[config.mk]
export PLATFORM = sky130hd
export DESIGN_NAME = cargador_bloque
export DESIGN_NICKNAME = d
export VERILOG_FILES = /design/src/rtl/cargador_bloque.sv
export SDC_FILE = /design/constraint.sdc
export NUM_CORES = 1
export LEC_CHECK = 0
export ABC_CLOCK_PERIOD_IN_PS = 1720
export CAP_MARGIN = 20
export CORE_ASPECT_RATIO = 1.4
export CORE_MARGIN = 2
export CORE_UTILIZATION = 42
export CTS_BUF_LIST = sky130_fd_sc_hd__clkbuf_16
export CTS_CLUSTER_DIAMETER = 60
export CTS_CLUSTER_SIZE = 30
export DETAILED_ROUTE_END_ITERATION = 7
export GPL_TIMING_DRIVEN = 0
export PLACE_DENSITY = 0.72
export SYNTH_ARGS = -nofsm -noshare
export SYNTH_HDL_FRONTEND = slang
export SYNTH_SLANG_ARGS = --single-unit
[constraint.sdc]
create_clock -name i_clk -period 1.72 [get_ports i_clk]
set_clock_uncertainty 0.05 [all_clocks]
set_input_delay 0.172 -clock i_clk [delete_from_list [all_inputs] [get_ports i_clk]]
set_output_delay 0.172 -clock i_clk [all_outputs]
set_load 0.005 [all_outputs]
[src/rtl/cargador_bloque.sv]
// cargador_bloque: collects a 13-byte frame (block bytes + target), drives the
// mining engine until it finishes or the cycle budget runs out, then offers the
// result downstream through a valid/ready handshake.
module cargador_bloque #(
    parameter int unsigned N_BYTES      = 12,
    parameter int unsigned ANCHO_BOUNTY = 124,
    parameter int unsigned TIEMPO_MAX   = 20000
) (
    input  logic                      i_clk,
    input  logic                      i_reset,
    input  logic [7:0]                i_byte_entrada,
    input  logic                      i_byte_valido,
    output logic                      o_byte_listo,
    output logic [8*N_BYTES-1:0]      o_bloque_datos,
    output logic [7:0]                o_target,
    output logic                      o_inicio,
    input  logic                      i_terminado,
    input  logic [ANCHO_BOUNTY-1:0]   i_bounty,
    output logic [ANCHO_BOUNTY-1:0]   o_resultado,
    output logic                      o_resultado_valido,
    input  logic                      i_resultado_listo,
    output logic                      o_timeout
);

    localparam int unsigned ANCHO_BYTES  = $clog2(N_BYTES + 1);
    localparam int unsigned ANCHO_CICLOS = $clog2(TIEMPO_MAX);
    localparam logic [ANCHO_BYTES-1:0]  ULTIMO_BYTE  = ANCHO_BYTES'(N_BYTES);
    localparam logic [ANCHO_CICLOS-1:0] ULTIMO_CICLO = ANCHO_CICLOS'(TIEMPO_MAX - 1);

    typedef enum logic [1:0] {
        StRecibir  = 2'd0,
        StMinar    = 2'd1,
        StEntregar = 2'd2
    } estado_t;

    estado_t                   r_estado,    w_estado_d;
    logic [ANCHO_BYTES-1:0]    r_cuenta,    w_cuenta_d;
    logic [ANCHO_CICLOS-1:0]   r_ciclos,    w_ciclos_d;
    logic [8*N_BYTES-1:0]      r_sombra,    w_sombra_d;
    logic [8*N_BYTES-1:0]      r_bloque,    w_bloque_d;
    logic [7:0]                r_target,    w_target_d;
    logic                      r_inicio,    w_inicio_d;
    logic [ANCHO_BOUNTY-1:0]   r_resultado, w_resultado_d;
    logic                      r_valido,    w_valido_d;
    logic                      r_timeout,   w_timeout_d;

    logic                      w_transferencia;
    logic [8*N_BYTES+7:0]      w_desplazada;

    assign o_byte_listo    = (r_estado == StRecibir) & ~i_reset;
    assign w_transferencia = i_byte_valido & o_byte_listo;
    // New byte enters at the LSB so the first byte ends up in the MSB lane.
    assign w_desplazada    = {r_sombra, i_byte_entrada};

    // Next-state and next-value logic for the frame/mine/deliver sequence.
    always_comb begin
        w_estado_d    = r_estado;
        w_cuenta_d    = r_cuenta;
        w_ciclos_d    = r_ciclos;
        w_sombra_d    = r_sombra;
        w_bloque_d    = r_bloque;
        w_target_d    = r_target;
        w_inicio_d    = r_inicio;
        w_resultado_d = r_resultado;
        w_valido_d    = r_valido;
        w_timeout_d   = r_timeout;

        unique case (r_estado)
            StRecibir: begin
                if (w_transferencia) begin
                    if (r_cuenta == ULTIMO_BYTE) begin
                        // Target byte goes straight to the output alongside the block shadow.
                        w_bloque_d = r_sombra;
                        w_target_d = i_byte_entrada;
                        w_ciclos_d = '0;
                        w_inicio_d = 1'b1;
                        w_estado_d = StMinar;
                    end else begin
                        w_sombra_d = w_desplazada[8*N_BYTES-1:0];
                        w_cuenta_d = r_cuenta + ANCHO_BYTES'(1);
                    end
                end
            end
            StMinar: begin
                w_ciclos_d = r_ciclos + ANCHO_CICLOS'(1);
                // Engine completion takes priority over the budget expiring.
                if (i_terminado) begin
                    w_resultado_d = i_bounty;
                    w_timeout_d   = 1'b0;
                    w_inicio_d    = 1'b0;
                    w_valido_d    = 1'b1;
                    w_estado_d    = StEntregar;
                end else if (r_ciclos == ULTIMO_CICLO) begin
                    w_resultado_d = '0;
                    w_timeout_d   = 1'b1;
                    w_inicio_d    = 1'b0;
                    w_valido_d    = 1'b1;
                    w_estado_d    = StEntregar;
                end
            end
            StEntregar: begin
                if (i_resultado_listo) begin
                    w_valido_d = 1'b0;
                    w_cuenta_d = '0;
                    w_estado_d = StRecibir;
                end
            end
            default: begin
                w_estado_d = StRecibir;
            end
        endcase
    end

    // State and datapath registers with synchronous reset.
    always_ff @(posedge i_clk) begin
        if (i_reset) begin
            r_estado    <= StRecibir;
            r_cuenta    <= '0;
            r_ciclos    <= '0;
            r_sombra    <= '0;
            r_bloque    <= '0;
            r_target    <= '0;
            r_inicio    <= 1'b0;
            r_resultado <= '0;
            r_valido    <= 1'b0;
            r_timeout   <= 1'b0;
        end else begin
            r_estado    <= w_estado_d;
            r_cuenta    <= w_cuenta_d;
            r_ciclos    <= w_ciclos_d;
            r_sombra    <= w_sombra_d;
            r_bloque    <= w_bloque_d;
            r_target    <= w_target_d;
            r_inicio    <= w_inicio_d;
            r_resultado <= w_resultado_d;
            r_valido    <= w_valido_d;
            r_timeout   <= w_timeout_d;
        end
    end

    assign o_bloque_datos     = r_bloque;
    assign o_target           = r_target;
    assign o_inicio           = r_inicio;
    assign o_resultado        = r_resultado;
    assign o_resultado_valido = r_valido;
    assign o_timeout          = r_timeout;

endmodule

# Word level (Yosys, flattened, before mapping)
# Cells that the tools add are included.
dict set report op_classes {
  reduce_logical 13
  n_mux 25
  shift 0
  div 0
  multipliers 0
  bitwise 4
  n_lt_le_gt_ge 0
  add_sub_neg 2
  eq_ne 9
}
# cell n
set op_table {}
lappend op_table {{124-bit two-way mux} 2}
lappend op_table {{15-bit two-way mux} 2}
lappend op_table {{15-bit case mux with 2 select lines} 1}
lappend op_table {{15-bit by 1-bit adder with 15-bit output, second input constant} 1}
lappend op_table {{15-bit == test, second input constant} 1}
lappend op_table {{4-bit two-way mux} 3}
lappend op_table {{3-bit AND reduction} 4}
lappend op_table {{4-bit AND reduction} 3}
lappend op_table {{2-bit two-way mux} 5}
lappend op_table {{1-bit two-way mux} 8}
lappend op_table {{4-bit case mux with 2 select lines} 1}
lappend op_table {{2-bit nonzero test} 4}
lappend op_table {{2-bit inequality test, second input constant} 3}
lappend op_table {{2-bit case mux with 3 select lines} 1}
lappend op_table {{4-bit by 1-bit adder with 4-bit output, second input constant} 1}
lappend op_table {{4-bit == test, second input constant} 1}
lappend op_table {{1-bit case mux with 2 select lines} 2}
lappend op_table {{3-bit inequality test, second input constant} 1}
lappend op_table {{1-bit bitwise AND} 2}
lappend op_table {{2-bit by 1-bit == test with 1-bit output, second input constant} 1}
lappend op_table {{2-bit == test, second input constant} 1}
lappend op_table {{2-bit logical NOT} 1}
lappend op_table {{2-bit by 1-bit inequality test with 1-bit output, second input constant} 1}
lappend op_table {{1-bit inverter} 2}
lappend op_table {{2-bit AND reduction} 1}
dict set report word_totals {
  out_inout_bits 232
  romBits 0
  word_cells 63
  latchBits 0
  ramBits 0
  memories 0
  regBits 348
}

# Longest topological paths before layout
dict set report depth {
  word_depth 5
  depth_mapped 9
  depth_no_buf 6
}

# Worst setup path after synthesis
# Ideal clock, no wire load.
dict set report synth_path {
  kind {reg2reg}
  startpoint {register r_cuenta[0]}
  endpoint {register r_ciclos[5]}
  setup_time_ns 0.070
  path_slack_ns -0.168
  stages_incl_launch_ff 10
  arrival_ns 1.768
  synth_period_minus_slack_ns 1.888
  path_cell_list {dfxtp_1 -> inv_1 -> ha_1 -> and3_1 -> clkbuf_1 -> a21oi_1 -> buf_2 -> clkbuf_1 -> o21ai_0 -> a21oi_1}
}
dict set report synth_between {
  elab_chain_cells 3
}
# item line
set synth_rtl {}
lappend synth_rtl {{start, declared} 37} ;# logic [ANCHO_BYTES-1:0] r_cuenta, w_cuenta_d;
lappend synth_rtl {{start signal, assigned} 129} ;# r_cuenta <= w_cuenta_d;
lappend synth_rtl {{4-bit == test} 71} ;# if (r_cuenta == ULTIMO_BYTE) begin
lappend synth_rtl {{2-bit by 1-bit inequality test with 1-bit output (no source line)} --}
lappend synth_rtl {{3-bit AND reduction (no source line)} --}
lappend synth_rtl {{end signal, assigned} 130} ;# r_ciclos <= w_ciclos_d;
lappend synth_rtl {{end, declared} 38} ;# logic [ANCHO_CICLOS-1:0] r_ciclos, w_ciclos_d;
# Every way passes these cells.
# A chain may end at the register's enable or synchronous reset.

# Worst setup path in the final report
dict set report layout_path {
  startpoint {register r_estado[0]}
  endpoint {register r_bloque[39] (netlist: o_bloque_datos[39])}
}
dict set report layout_between {
  elab_chain_cells 4
}
# item line
set layout_rtl {}
lappend layout_rtl {{start, declared} 36} ;# estado_t r_estado, w_estado_d;
lappend layout_rtl {{start signal, assigned} 117} ;# r_estado <= StRecibir;
lappend layout_rtl {{start signal, assigned} 128} ;# r_estado <= w_estado_d;
lappend layout_rtl {{2-bit logical NOT (*)} {50, 68}}
lappend layout_rtl {{1-bit bitwise AND} 50} ;# assign o_byte_listo = (r_estado == StRecibir) & ~i_reset;
lappend layout_rtl {{1-bit bitwise AND} 51} ;# assign w_transferencia = i_byte_valido & o_byte_listo;
lappend layout_rtl {{3-bit AND reduction (no source line) (*)} --}
lappend layout_rtl {{end signal, assigned} 132} ;# r_bloque <= w_bloque_d;
lappend layout_rtl {{end, declared} 40} ;# logic [8*N_BYTES-1:0] r_bloque, w_bloque_d;
# Every way passes the cells marked *; elsewhere a longest branch is shown, timed or not.

==> summary.md <==
| Metric | Value |
|---|---|
| Status | finished, violations left |
| Failing checks | setup timing |
| Multiplexer area fraction after synthesis | 0 |
| Ys Warns | 0 |
| I/O pin total | 369 |
| Clk_lat worst skew | 0.52 ns |
| Total Wirelength | 45100 µm |
| Crit path max fanout | 7 |
| P per Cell Area | 707 nW/µm² |
| Remaining antenna violation count | 0 |
| Max Transition Viols Final | 0 |
| Pre-CTS setup slack | -0.839 ns |
| Count of cell types in the netlist | 35 |
| Worst hold endpoint | o_resultado[86] |
| Slowest stage delay, CP | 0.56 ns |
| TritonCTS Sinks | 348 |
| Delay-heaviest family, CP | simple AND/OR/NAND/NOR gates |
| Vias per cell | 5.27 |
| DP HPWL | 31500 µm |
| Synth Area in Adders | 0.00302 |
| Row Count | 74 |
| Die Wd | 149 µm |
| Total power | 14100 µW |
| Post-DP Area | 16600 µm² |
| Maxcap violations | 0 |
| RSZ-0062 raised after global routing | true |
| Post-Syn Instances | 1556 |
| Xor and xnor area share after synthesis | 0.00353 |
| Core Area | 29200 µm² |
| Synth Flop Type | dfxtp_1 |
| Final hold vios | 0 |
| Peak VDD IR | 1120 µV |
| Worst Max-Slew Pin Slew | 0.925 ns |
| Mapped Avg Cell Area | 7.98 µm² |
| Share of layout cells above drive strength 1 | 0.239 |
| Final TNS setup | -20.16 ns |
| Crit path capture type | flop |
| Min-Delay Path Class | in -> reg |
| Area grow syn2layout | 60.8% |
| Total track usage | 0.266 |
| Worst Path Arrival | 2.32 ns |
| Final setup violation count | 274 |
| Worst hold path depth | 3 |
| Nets@finish | 2142 |
| Detailed-route DRC error count | 0 |
| Count of flip-flops with a built-in enable after synthesis | 0 |
| Clock buffer depth | 3 |
| Chip Height | 207 µm |
| CTS tree | done |
| Initial core utilization | 0.426 |
| First-pass GRT wire length | 65500 µm |
| Async set or reset register ratio after synthesis | 0 |
| Iter 0 DRT Violations | 654 |
| Worst R2R Start | r_estado[0] |
| Final instance area | 20000 µm² |
| Synthesized flop and latch total | 348 |
| Final Wtd Congestion | 0.882 |
| Root buf cell | clkbuf_16 |
| Setup CP Type | reg -> reg |
| Share of the yosys chip area belonging to registers | 0.561 |
| Largest net degree at the start of global routing | 31 |
| DIE AREA | 31000 µm² |
| CP Data Required Time | 2.13 ns |
| Crit-path cells | or4b_4 > nor2_4 > buf_12 > buf_12 > buf_12 > buf_16 > nand2_4 > a21oi_2 |
| Total gr overflow | 0 |
| Post-synthesis simple-gate area fraction | 0.190 |
| Via count | 12600 |
| Final Critical Period | 1.91 ns |
| HP Start | i_bounty[86] |
| Largest family of logic cells by synthesized area | compound AO/OA/AOI/OAI gates |
| Fillcell total | 2333 |
| Syn Nets | 1696 |
| Slew margin rel. | 0.383 |
| Cell mode on critical path | buf_12 |
| CTS buffer count | 18 |
| Wire per inst | 18.8 µm |
| Startpoint Class | flop |
| Buffers & Inverters on Critical Path | 4 |
| R2R cell count | 8 |
| Port Buffers | 368 |
| First-pass DRT Iterations | 5 |
| Leakage | 0.00710 µW |
| Post-route setup slack | -0.187 ns |
| Synth Cell Area | 12400 µm² |
| R2r setup slk | -0.19 ns |
| Crit path launch | r_estado[0] |
| FMAX | 524 MHz |
| Clock slew at reported path FFs | 0.11 ns |
| Vias in the first global route | 12100 |
| Slowest cell on crit path | or4b_4 |
| Final period util | 1.11 |
| Initial antenna violation count | 2 |
| RR Endpoint | o_bloque_datos[39] |
| Compound-gate portion of the synthesized area | 0.196 |
| H-tree depth | 1 |
==> tightest hold or removal path, delay by kind of cell <==
kind                   cells  cell delay (ns)
buffers and inverters      1             0.39
AO/OA/AOI/OAI              1             0.05
AND/OR/NAND/NOR            1             0.05
==> repair_timing <==
action | in CTS | in global routing
buffers inserted | 25 | 13
pin swaps | 53 | 104
hold buffers | 0 | 0
hold endpoints to repair | 0 | 0
resized for setup | 325 | 395
gates cloned | 15 | 10
setup endpoints to repair | 351 | 345
==> worst max path at each step <==
stage	to	slack [ns]	depth (start not counted)
2_1_floorplan	r_sombra[52]	-0.007	8
3_3_place_gp	o_resultado[119]	-0.83	5
3_5_place_dp	r_cuenta[0]	-0.84	5
4_1_cts	o_bloque_datos[51]	-0.14	7
5_1_grt	o_bloque_datos[42]	-0.24	8
6_report	o_bloque_datos[39]	-0.19	8
==> stage by stage <==
stage	std cells	utilization	hold WS, ns
floorplan	1556	-	0.258
global placement	2304	0.570	0.392
detailed placement	2304	0.570	0.397
CTS	2372	0.630	0.115
global route	2393	0.685	0.133
finish	2393	0.685	0.124
==> cells in the mapped netlist (4+ instances only) <==
library cell,number,area (µm²)
o31ai_1,8,60.1
buf_4,5,37.5
clkbuf_1,87,327
nand3_1,12,60.1
o21ai_0,118,591
buf_2,28,140
nand2_1,536,2010
or4_1,8,60.1
nor2_1,9,33.8
dfxtp_1,348,6970
a21oi_1,340,1700
xor2_1,4,35.0
o21ai_1,9,45.0
inv_1,5,18.8
==> cell usage in the layout (no fill, tap or decap), drive strengths merged, types with 2 or more instances in the layout <==
cell,netlist,layout
nand4,3,3
nand3,12,12
clkdlybuf4s50,0,360
inv,5,11
o21ai,127,127
nor3,3,3
xor2,4,4
buf,39,104
a21oi,340,340
dfxtp,348,348
o31ai,8,8
a31o,2,2
dlygate4sd2,0,8
ha,3,3
nor2,11,11
nand2,536,536
and2,2,2
clkbuf,87,99
and4,2,2
nor4b,2,2
or4,8,8
nand2b,2,2
and3,3,3
clkinv,0,5
or3,2,2
==> power by group <==
group          switching [µW]  internal [µW]  leakage (µW)  total, µW
Clock                    2920           2170      0.000296       5090
Sequential               17.2           8060       0.00281       8080
Combinational             464            495       0.00400        959
Total                    3410          10700       0.00710      14100
==> cell type report <==
type | instances | area (µm²) | area share
buffer | 124 | 1130 | 0.0568
timing repair buffer | 428 | 4520 | 0.226
multi-input combinational | 1077 | 6220 | 0.312
sequential | 348 | 7000 | 0.350
inverter | 5 | 18.8 | 0.000940
clock inverter | 11 | 129 | 0.00645
clock buffer | 19 | 475 | 0.0238
antenna | 1 | 2.50 | 0.000125
tap | 380 | 475 | 0.0238
==> cell families after synthesis <==
kind of cell	after synthesis
AO/OA/AOI/OAI	479
XOR/XNOR	5
buffers and inverters	131
AND/OR/NAND/NOR	590
flip-flops	348
adder cells (fa/ha/maj)	3
==> per-layer routing <==
metal | vias up | wire length (µm) | GRT usage
met5 | - | 40 | 0.00968
met1 | 5980 | 16500 | 0.303
met2 | 464 | 22900 | 0.466
met3 | 89 | 3920 | 0.0771
li1 | 6072 | - | -
met4 | 2 | 1790 | 0.101
==> flip-flops by register name, indices dropped and copies added, names as in the netlist <==
register / count
o_bloque_datos: 96
o_inicio: 1
o_resultado: 124
o_resultado_valido: 1
o_target: 8
o_timeout: 1
r_ciclos: 15
r_cuenta: 4
r_estado: 2
r_sombra: 96
No activity file was read; power rests on OpenSTA's default activity.
